==> config.mk <==
export PLATFORM = sky130hd
export DESIGN_NAME = mc_cpu_core
export DESIGN_NICKNAME = d
export VERILOG_FILES = /design/src/rtl/mc_cpu_pkg.sv /design/src/rtl/mc_cpu_alu.sv /design/src/rtl/mc_cpu_core.sv
export SDC_FILE = /design/constraint.sdc
export NUM_CORES = 1
export LEC_CHECK = 0
export BUFFER_PORTS_ARGS = -buffer_cell sky130_fd_sc_hd__clkbuf_2
export CAP_MARGIN = 20
export CORE_MARGIN = 2
export CORE_UTILIZATION = 62
export DETAILED_ROUTE_END_ITERATION = 10
export PLACE_DENSITY = 0.8
export SKIP_LAST_GASP = 1
export SYNTH_ARGS = -nofsm -noshare
export SYNTH_HDL_FRONTEND = slang
export SYNTH_HIERARCHICAL = 1
export SYNTH_SLANG_ARGS = --single-unit
==> constraint.sdc <==
create_clock -name clk -period 7.8 [get_ports clk]
set_clock_uncertainty 0.1 [all_clocks]
set_input_delay 0.39 -clock clk [delete_from_list [all_inputs] [get_ports clk]]
set_output_delay 0.39 -clock clk [all_outputs]
set_load 0.01 [all_outputs]
==> src/rtl/mc_cpu_pkg.sv <==
// Shared definitions for the multi-cycle 16-bit-ISA core: instruction types,
// function codes, instruction field positions and the sequencing FSM states.
// The HALT state exists only when MC_CPU_HALT_EN is defined.
package mc_cpu_pkg;

  localparam logic [1:0] T_ALU = 2'b00;
  localparam logic [1:0] T_LDI = 2'b01;
  localparam logic [1:0] T_JMP = 2'b10;
  localparam logic [1:0] T_BR  = 2'b11;

  localparam logic [1:0] F_ADD = 2'b00;
  localparam logic [1:0] F_SUB = 2'b01;
  localparam logic [1:0] F_AND = 2'b10;
  localparam logic [1:0] F_OR  = 2'b11;

  localparam logic [1:0] F_BEQ = 2'b00;
  localparam logic [1:0] F_BNE = 2'b01;
  localparam logic [1:0] F_NOP = 2'b10;
  localparam logic [1:0] F_HLT = 2'b11;

  // Instruction word layout: type[15:14] dest[13:10] src1[9:6] src2[5:2] func[1:0]
  localparam int TYPE_HI = 15;
  localparam int TYPE_LO = 14;
  localparam int DEST_HI = 13;
  localparam int DEST_LO = 10;
  localparam int SRC1_HI = 9;
  localparam int SRC1_LO = 6;
  localparam int SRC2_HI = 5;
  localparam int SRC2_LO = 2;
  localparam int FUNC_HI = 1;
  localparam int FUNC_LO = 0;
  localparam int IMM_HI  = 9;
  localparam int JMP_HI  = 13;

  typedef enum logic [2:0] {
    S_FETCH  = 3'd0,
    S_DECODE = 3'd1,
    S_EXEC   = 3'd2,
    S_WB     = 3'd3
`ifdef MC_CPU_HALT_EN
    ,
    S_HALT   = 3'd4
`endif
  } state_t;

endpackage

==> src/rtl/mc_cpu_alu.sv <==
// Combinational ALU: ADD/SUB/AND/OR with zero, carry (borrow on SUB) and
// signed overflow flags.
module mc_cpu_alu
  import mc_cpu_pkg::*;
#(
  parameter int DATA_W = 8
) (
  input  logic [DATA_W-1:0] a,
  input  logic [DATA_W-1:0] b,
  input  logic [1:0]        func,
  output logic [DATA_W-1:0] result,
  output logic              zero,
  output logic              carry,
  output logic              overflow
);

  localparam int MSB = DATA_W - 1;

  logic [DATA_W:0] sum;
  logic [DATA_W:0] diff;

  assign sum  = {1'b0, a} + {1'b0, b};
  assign diff = {1'b0, a} - {1'b0, b};

  // Select the operation; the extra top bit of sum/diff is carry-out/borrow
  always_comb begin
    result   = '0;
    carry    = 1'b0;
    overflow = 1'b0;
    case (func)
      F_ADD: begin
        result   = sum[MSB:0];
        carry    = sum[DATA_W];
        overflow = (a[MSB] == b[MSB]) && (sum[MSB] != a[MSB]);
      end
      F_SUB: begin
        result   = diff[MSB:0];
        carry    = diff[DATA_W];
        overflow = (a[MSB] != b[MSB]) && (diff[MSB] != a[MSB]);
      end
      F_AND:   result = a & b;
      default: result = a | b;
    endcase
    zero = (result == '0);
  end

endmodule

==> src/rtl/mc_cpu_core.sv <==
// Multi-cycle CPU core: FETCH/DECODE/EXEC/WB sequencing over a req/ack
// instruction port, owning PC, IR, 16-entry register file and ALU flags.
// Optional feature macro: MC_CPU_HALT_EN (type 11 func 11 halts the core;
// otherwise it behaves as a NOP and halted is tied low).
module mc_cpu_core
  import mc_cpu_pkg::*;
#(
  parameter int DATA_W = 8,
  parameter int ADDR_W = 16
) (
  input  logic              clk,
  input  logic              reset,
  output logic              imem_req,
  output logic [ADDR_W-1:0] imem_addr,
  input  logic [15:0]       imem_rdata,
  input  logic              imem_ack,
  output logic              retire,
  output logic [ADDR_W-1:0] retire_pc,
  output logic              zero,
  output logic              carry,
  output logic              overflow,
  output logic              halted
);

  state_t            state;
  logic [ADDR_W-1:0] pc;
  logic [15:0]       ir;
  logic [DATA_W-1:0] rf [16];
  logic [DATA_W-1:0] a_p1;
  logic [DATA_W-1:0] b_p1;
  logic [DATA_W-1:0] res_p2;

  logic [1:0]        typ;
  logic [3:0]        dest;
  logic [3:0]        src1;
  logic [3:0]        src2;
  logic [1:0]        func;
  logic [DATA_W-1:0] imm;
  logic [ADDR_W-1:0] pc_next;

  logic [DATA_W-1:0] alu_res;
  logic              alu_z;
  logic              alu_c;
  logic              alu_v;

  assign typ  = ir[TYPE_HI:TYPE_LO];
  assign dest = ir[DEST_HI:DEST_LO];
  assign src1 = ir[SRC1_HI:SRC1_LO];
  assign src2 = ir[SRC2_HI:SRC2_LO];
  assign func = ir[FUNC_HI:FUNC_LO];
  assign imm  = DATA_W'(ir[IMM_HI:0]);

  assign imem_addr = pc;

  mc_cpu_alu #(.DATA_W(DATA_W)) u_alu (
    .a        (a_p1),
    .b        (b_p1),
    .func     (func),
    .result   (alu_res),
    .zero     (alu_z),
    .carry    (alu_c),
    .overflow (alu_v)
  );

  // Next PC: jump target, taken branch to {0,dest}, else wrap-around increment
  always_comb begin
    pc_next = pc + ADDR_W'(1);
    case (typ)
      T_JMP: pc_next = ADDR_W'(ir[JMP_HI:0]);
      T_BR: begin
        if ((func == F_BEQ && a_p1 == b_p1) || (func == F_BNE && a_p1 != b_p1))
          pc_next = ADDR_W'(dest);
      end
      default: ;
    endcase
  end

`ifdef MC_CPU_HALT_EN
  logic halted_r;
  assign halted = halted_r;
`else
  assign halted = 1'b0;
`endif

  // Instruction sequencer with registered outputs and architectural state
  always_ff @(posedge clk or posedge reset) begin
    if (reset) begin
      state     <= S_FETCH;
      pc        <= '0;
      ir        <= '0;
      a_p1      <= '0;
      b_p1      <= '0;
      res_p2    <= '0;
      zero      <= 1'b0;
      carry     <= 1'b0;
      overflow  <= 1'b0;
      imem_req  <= 1'b0;
      retire    <= 1'b0;
      retire_pc <= '0;
`ifdef MC_CPU_HALT_EN
      halted_r  <= 1'b0;
`endif
      for (int i = 0; i < 16; i++) rf[i] <= '0;
    end else begin
      retire <= 1'b0;
      case (state)
        // Fetch: raise req if not already up, capture the word on ack
        S_FETCH: begin
          if (!imem_req) begin
            imem_req <= 1'b1;
          end else if (imem_ack) begin
            ir       <= imem_rdata;
            imem_req <= 1'b0;
            state    <= S_DECODE;
          end
        end
        // Decode: latch operands so dest may alias a source
        S_DECODE: begin
          a_p1  <= rf[src1];
          b_p1  <= rf[src2];
          state <= S_EXEC;
        end
        // Execute: register ALU result; only ALU-type updates flags
        S_EXEC: begin
          res_p2 <= alu_res;
          if (typ == T_ALU) begin
            zero     <= alu_z;
            carry    <= alu_c;
            overflow <= alu_v;
          end
          retire    <= 1'b1;
          retire_pc <= pc;
          state     <= S_WB;
        end
        // Write back: register write, PC update, start next fetch
        S_WB: begin
          case (typ)
            T_ALU:   rf[dest] <= res_p2;
            T_LDI:   rf[dest] <= imm;
            default: ;
          endcase
          pc <= pc_next;
`ifdef MC_CPU_HALT_EN
          if (typ == T_BR && func == F_HLT) begin
            halted_r <= 1'b1;
            state    <= S_HALT;
          end else begin
            imem_req <= 1'b1;
            state    <= S_FETCH;
          end
        end
        S_HALT: begin
          state <= S_HALT;
        end
`else
          imem_req <= 1'b1;
          state    <= S_FETCH;
        end
`endif
        default: state <= S_FETCH;
      endcase
    end
  end

endmodule

### Yosys cells after proc, flatten, opt, wreduce, memory -nomap -nowiden

Cells that the tools add are included.

* muxes and demuxes: 23
* add/subtract/negate cells: 3
* eq/ne operators: 16
* bitwise logic cells: 5
* reduce and logical (&&, ||, !) cells: 16
* magnitude comparators: 4

Operators with widths (number)
* 128-bit bitwise mux: 2
* 128-bit one-hot mux with 2 select lines: 1
* 8-bit binary-select mux with 4-bit select: 2
* 8-bit 2-to-1 mux: 5
* 8-bit demux with 4-bit select: 1
* 16-bit one-hot mux with 2 select lines: 1
* 8-bit one-hot mux with 3 select lines: 1
* 16-bit by 1-bit adder with 16-bit output (second input constant): 1
* 16-bit 2-to-1 mux: 1
* 5-bit >= comparator (second input constant): 3
* 4-bit NOT with 5-bit output: 3
* 8-bit by 8-bit adder with 9-bit output: 1
* 3-bit one-hot mux with 3 select lines: 1
* 8-bit by 8-bit subtractor with 9-bit output: 1
* 8-bit bitwise AND: 1
* 8-bit == test: 1
* 8-bit logical NOT: 1
* 8-bit inequality test: 1
* 8-bit bitwise OR: 1
* 2-bit == test (second input constant): 3
* 3-bit by 2-bit == test with 1-bit output (second input constant): 2
* 3-bit 2-to-1 mux: 2
* 1-bit one-hot mux with 2 select lines: 3
* 2-bit AND reduction: 3
* 13 further kinds: 25

* flip-flop bits (word level): 208
* input port bits: 19
* output and inout port bits: 38
* logic and storage cells: 95

### Logic depth before layout (Yosys ltp)

* depth in word-level cells: 7
* depth in mapped cells: 10
* gate-level depth less buffers: 10

### Hierarchy

Netlist, hierarchy kept.

By module, submodules not included
* mc_cpu_core: area an instance 10358.7 sq um, cells each 869, instances 1, seq. area each 5180.0 sq um
* mc_cpu_alu: area an instance 1196.1 sq um, cells each 165, instances 1, seq. area each 0.0 sq um

### Least setup slack after synthesis

Ideal clock, no wire load.

* path type: reg2reg
* from: register a_p1[0]
* to: register zero
* stages on the path, launching flop included: 11
* arrival time: 2315 ps
* period minus slack after synthesis: 2540 ps
* setup time: 125 ps
* buffers on the path: 0
* data required time: 7575 ps
* slack: 5260 ps
* cells stage by stage: dfrtp_1 > inv_1 > ha_1 > fa_1 > o21bai_1 > a21oi_1 > mux2_2 > a2111oi_2 > a211o_1 > nor4_2 > mux2_2

* cells in the longest elaborated chain, start to end: 3
* elaborated cells on any way between the ends: 6
* classes of those cells: 2 x add/sub; 1 x mux; 2 x bitwise; 1 x reduce/logical

RTL lines
* start: declaration: line mc_cpu_core.sv:29 `logic [DATA_W-1:0] a_p1;`
* start signal: assignment: line mc_cpu_core.sv:119 `a_p1 <= rf[src1];`
* 8-bit by 8-bit subtractor with 9-bit output or 8-bit by 8-bit adder with 9-bit output (tied branches): line mc_cpu_alu.sv:23, mc_cpu_alu.sv:22
* 8-bit one-hot mux with 3 select lines (*): line mc_cpu_alu.sv:30 `case (func)`
* named net alu_res[4]: line mc_cpu_core.sv:41 `logic [DATA_W-1:0] alu_res;`
* 8-bit logical NOT (*): line mc_cpu_alu.sv:44 `zero = (result == '0);`
* named net alu_z: line mc_cpu_core.sv:42 `logic alu_z;`
* end signal: assignment: line mc_cpu_core.sv:127 `zero <= alu_z;`
* end: declaration: line mc_cpu_core.sv:19 `output logic zero,`

The timed path passes the listed nets; every way through them passes the cells marked *.
A chain may end at the register's enable or synchronous reset.

### Worst setup path in the final report

* from: register state[1]
* to: register rf[35] (netlist name)

* cells in the longest elaborated chain, start to end: 2

RTL lines
* start: declaration: line mc_cpu_core.sv:25 `state_t state;`
* start signal: assignment: line mc_cpu_core.sv:88 `state <= S_FETCH;`
* start signal: assignment: line mc_cpu_core.sv:114 `state <= S_DECODE;`
* start signal: assignment: line mc_cpu_core.sv:121 `state <= S_EXEC;`
* 3-bit by 2-bit == test with 1-bit output: line mc_cpu_core.sv:106 `case (state)`
* 2-bit AND reduction (no source line)
* end signal: indexed assignment: line mc_cpu_core.sv:138 `T_ALU: rf[dest] <= res_p2;`
* end signal: indexed assignment: line mc_cpu_core.sv:139 `T_LDI: rf[dest] <= imm;`
* end: declaration: line mc_cpu_core.sv:28 `logic [DATA_W-1:0] rf [16];`

Every way passes these cells.

==> out/results.ini <==
[synthesis]
yosys.area_share.simple=0.1117
async_reset_ff_frac=1.000
synth_xor_area_frac=0.008338
ys_warn_count=6
synth_edf_count=0
synth_top_family_by_area=multiplexers
ys_types=72
mappedNetlistNets=1084
avgSynthCellArea_um2=11.17
synth.area.mux_share=0.2311
yosysSeqAreaShare=0.4483
yosys_register_bits=207
synth_cells=1034
netlist_area_um2=11550
yosys_most_used_dff=dfrtp_1
synth-compound-area-share=0.1226
synthAdderAreaFrac=0.03487

[timing]
worstMarginPinSlew_ns=1.075
holdWs_ns=0.01938
finalSetupTns_ns=0
slew_headroom=0.2830
rsz0062_at_grt=no
min_period_over_period=0.4163
finalSetupViolCount=0
hold_viol=0
period_needed_ns=3.247
finalMaxSlewViolations=0
fmax_ghz=0.3080

[floorplanning]
die_h_um=140.5
fp-row-count=49
coreArea_um2=18150
ios=57
die-area_um2=19740
die_w_um=140.5
initial_core_util=0.6367

[pwr]
pwr-share-comb=0.452
p_per_area_nw_per_um2=443.2
power_frac_seq=0.351
p_leak_uw=0.005638
clockPowerShare=0.197
switchingPower_uw=2339
p_int_uw=3358
swShare=0.4105
p_total_uw=5697
ir_drop_v=0.0003975

[global_routing]
grt_usage=0.2972
grt_overflow_total=0
grt_pass1_wl_um=46470
grt_pass1_vias=8741
grt_max_degree=131
antenna_found_initial=1

[job]
cap_violations=0

[finish]
layout.cells.non_filler=1320
fillers=1254
area_growth_pct=11.23
drive_gt1_frac=0.2514
final_nets=1123
final_area_um2=12850
final_cell_mix=dfrtp_1, nand2_1, o21ai_0
final_common_cell=dfrtp_1

[drt]
routed_wl_um=28510
vias=8700
drt.antenna.violating_nets=0
drc=0
via_per_inst=6.591
dr.pass1.iters=5
drt_iter0_markers=820
wl_per_cell_um=21.60

[clock_network]
clk_pin_slew_ns=0.06
cts_max_path_buffers=3
cts_buffers=23
cts_max_level=1
postCtsSetupBuffers=0
cts_root_buf=clkbuf_16
clk_latency_ns=0.54
cts_tree=built
cts_sinks=207

[placement]
place_hpwl_um=18310
port_buffers=55
globalplace.congestion=0.8573
placed_cell_area_um2=11870
dp_cells=1258

[worst_setup_path]
critPathRequiredTime_ns=8.06
crit_path_start_kind=flip-flop
critical_path_arrival_ns=3.51
crit_buf_inv=1
slowest_stage=nor2b_1
path_cells=ha_1, inv_1, nor2_1, nand3_1, nor2b_1, a21oi_1
crit_fanout=25
worstSetupPathType=flip-flop to flip-flop
cp-end-kind=flip-flop
crit_family=simple AND/OR/NAND/NOR gates
crit_path_max_incr_delay_ns=0.85

[hold_path]
hp-class=input port to flip-flop

[outcome]
status=finished clean

layer usage:
metal  up-vias  GRT usage  part of all wire
met1      4296     0.4038              0.40
met5         -          0                 0
met2       455     0.4809              0.48
li1       3855          -                 -
met3        94    0.06359             0.083
met4         0     0.1079             0.037
cell usage after synthesis, drive strengths merged, types with 5 or more instances:
cell	number	area, um^2
a211oi	6	55.05
a21oi	71	355.3
a221oi	6	58.80
and3	9	58.80
buf	26	152.6
clkbuf	49	221.5
dfrtp	207	5180
ha	29	362.9
inv	31	116.4
mux2	62	698.2
mux2i	17	170.2
mux4	80	1802
nand2	129	484.2
nand3	10	50.05
nand4	10	62.56
nor2	82	307.8
nor2b	8	52.55
nor3	7	35.03
nor4	9	92.59
o21ai	100	500.5
o21bai	5	37.54
or3	7	43.79
xor2	8	70.07
state kept, by name, indices dropped and copies added (netlist names):
signal / count
b_p1: 8
retire_pc: 16
res_p2: 8
retire: 1
rf: 128
imem_addr: 16
ir: 16
imem_req: 1
overflow: 1
carry: 1
a_p1: 8
state: 2
zero: 1
worst reg2reg max path, cell delays in order (launching register included):
cell     delay, ns
dfrtp_1       0.38
ha_1          0.50
inv_1         0.50
nor2_1        0.34
nand3_1       0.21
nor2b_1       0.85
a21oi_1       0.22
stage by stage:
stage | worst slack, ns | utilization
2_1_floorplan | 1.658 | -
3_3_place_gp | 4.761 | 0.6542
3_5_place_dp | 4.607 | 0.6542
4_1_cts | 4.604 | 0.7064
5_1_grt | 4.332 | 0.7081
6_report | 4.553 | 0.7082
cells by family after synthesis:
family / Yosys count
XOR/XNOR: 11
AND/OR/NAND/NOR: 286
AO/OA/AOI/OAI: 232
buffers and inverters: 107
multiplexers: 159
adder cells (fa/ha/maj): 31
other: 1
flip-flops: 207
repair_timing:
item	in CTS	in global routing
endpoints found under the hold margin	34	0
hold buffers	15	0
gates resized for setup	0	0
path summary, 6_finish.rpt:
check,start,to,slack [ns],depth (start not counted)
max reg2reg,state[1],rf[35],4.55,6
min reg2reg,rf[80],rf[80],0.40,2
min,imem_rdata[11],ir[11],0.02,2
max in group asynchronous,reset,ir[6],5.59,4
max,state[1],rf[35],4.55,6
min in group asynchronous,reset,rf[125],0.46,3
layout make-up:
type / instances / area [um^2] / area share
repair buffers: 89 / 568.0 / 0.04420
flip-flops and latches: 207 / 5182 / 0.4032
clock inverters: 7 / 87.58 / 0.006815
multi-input cells: 720 / 5887 / 0.4580
inverters: 32 / 127.6 / 0.009930
diodes: 1 / 2.502 / 0.0001947
clock buffers: 35 / 710.7 / 0.05530
well taps: 229 / 286.5 / 0.02229
power groups by stage:
stage / sequential [uW] / clock [uW] / combinational, uW
floorplan: 1770 / 0 / 2060
global placement: 1950 / 0 / 2430
detailed placement: 1990 / 0 / 2510
CTS: 1980 / 1130 / 2540
global route: 2050 / 1180 / 2790
finish: 2000 / 1120 / 2570
Power figures use the tool's default switching activity.
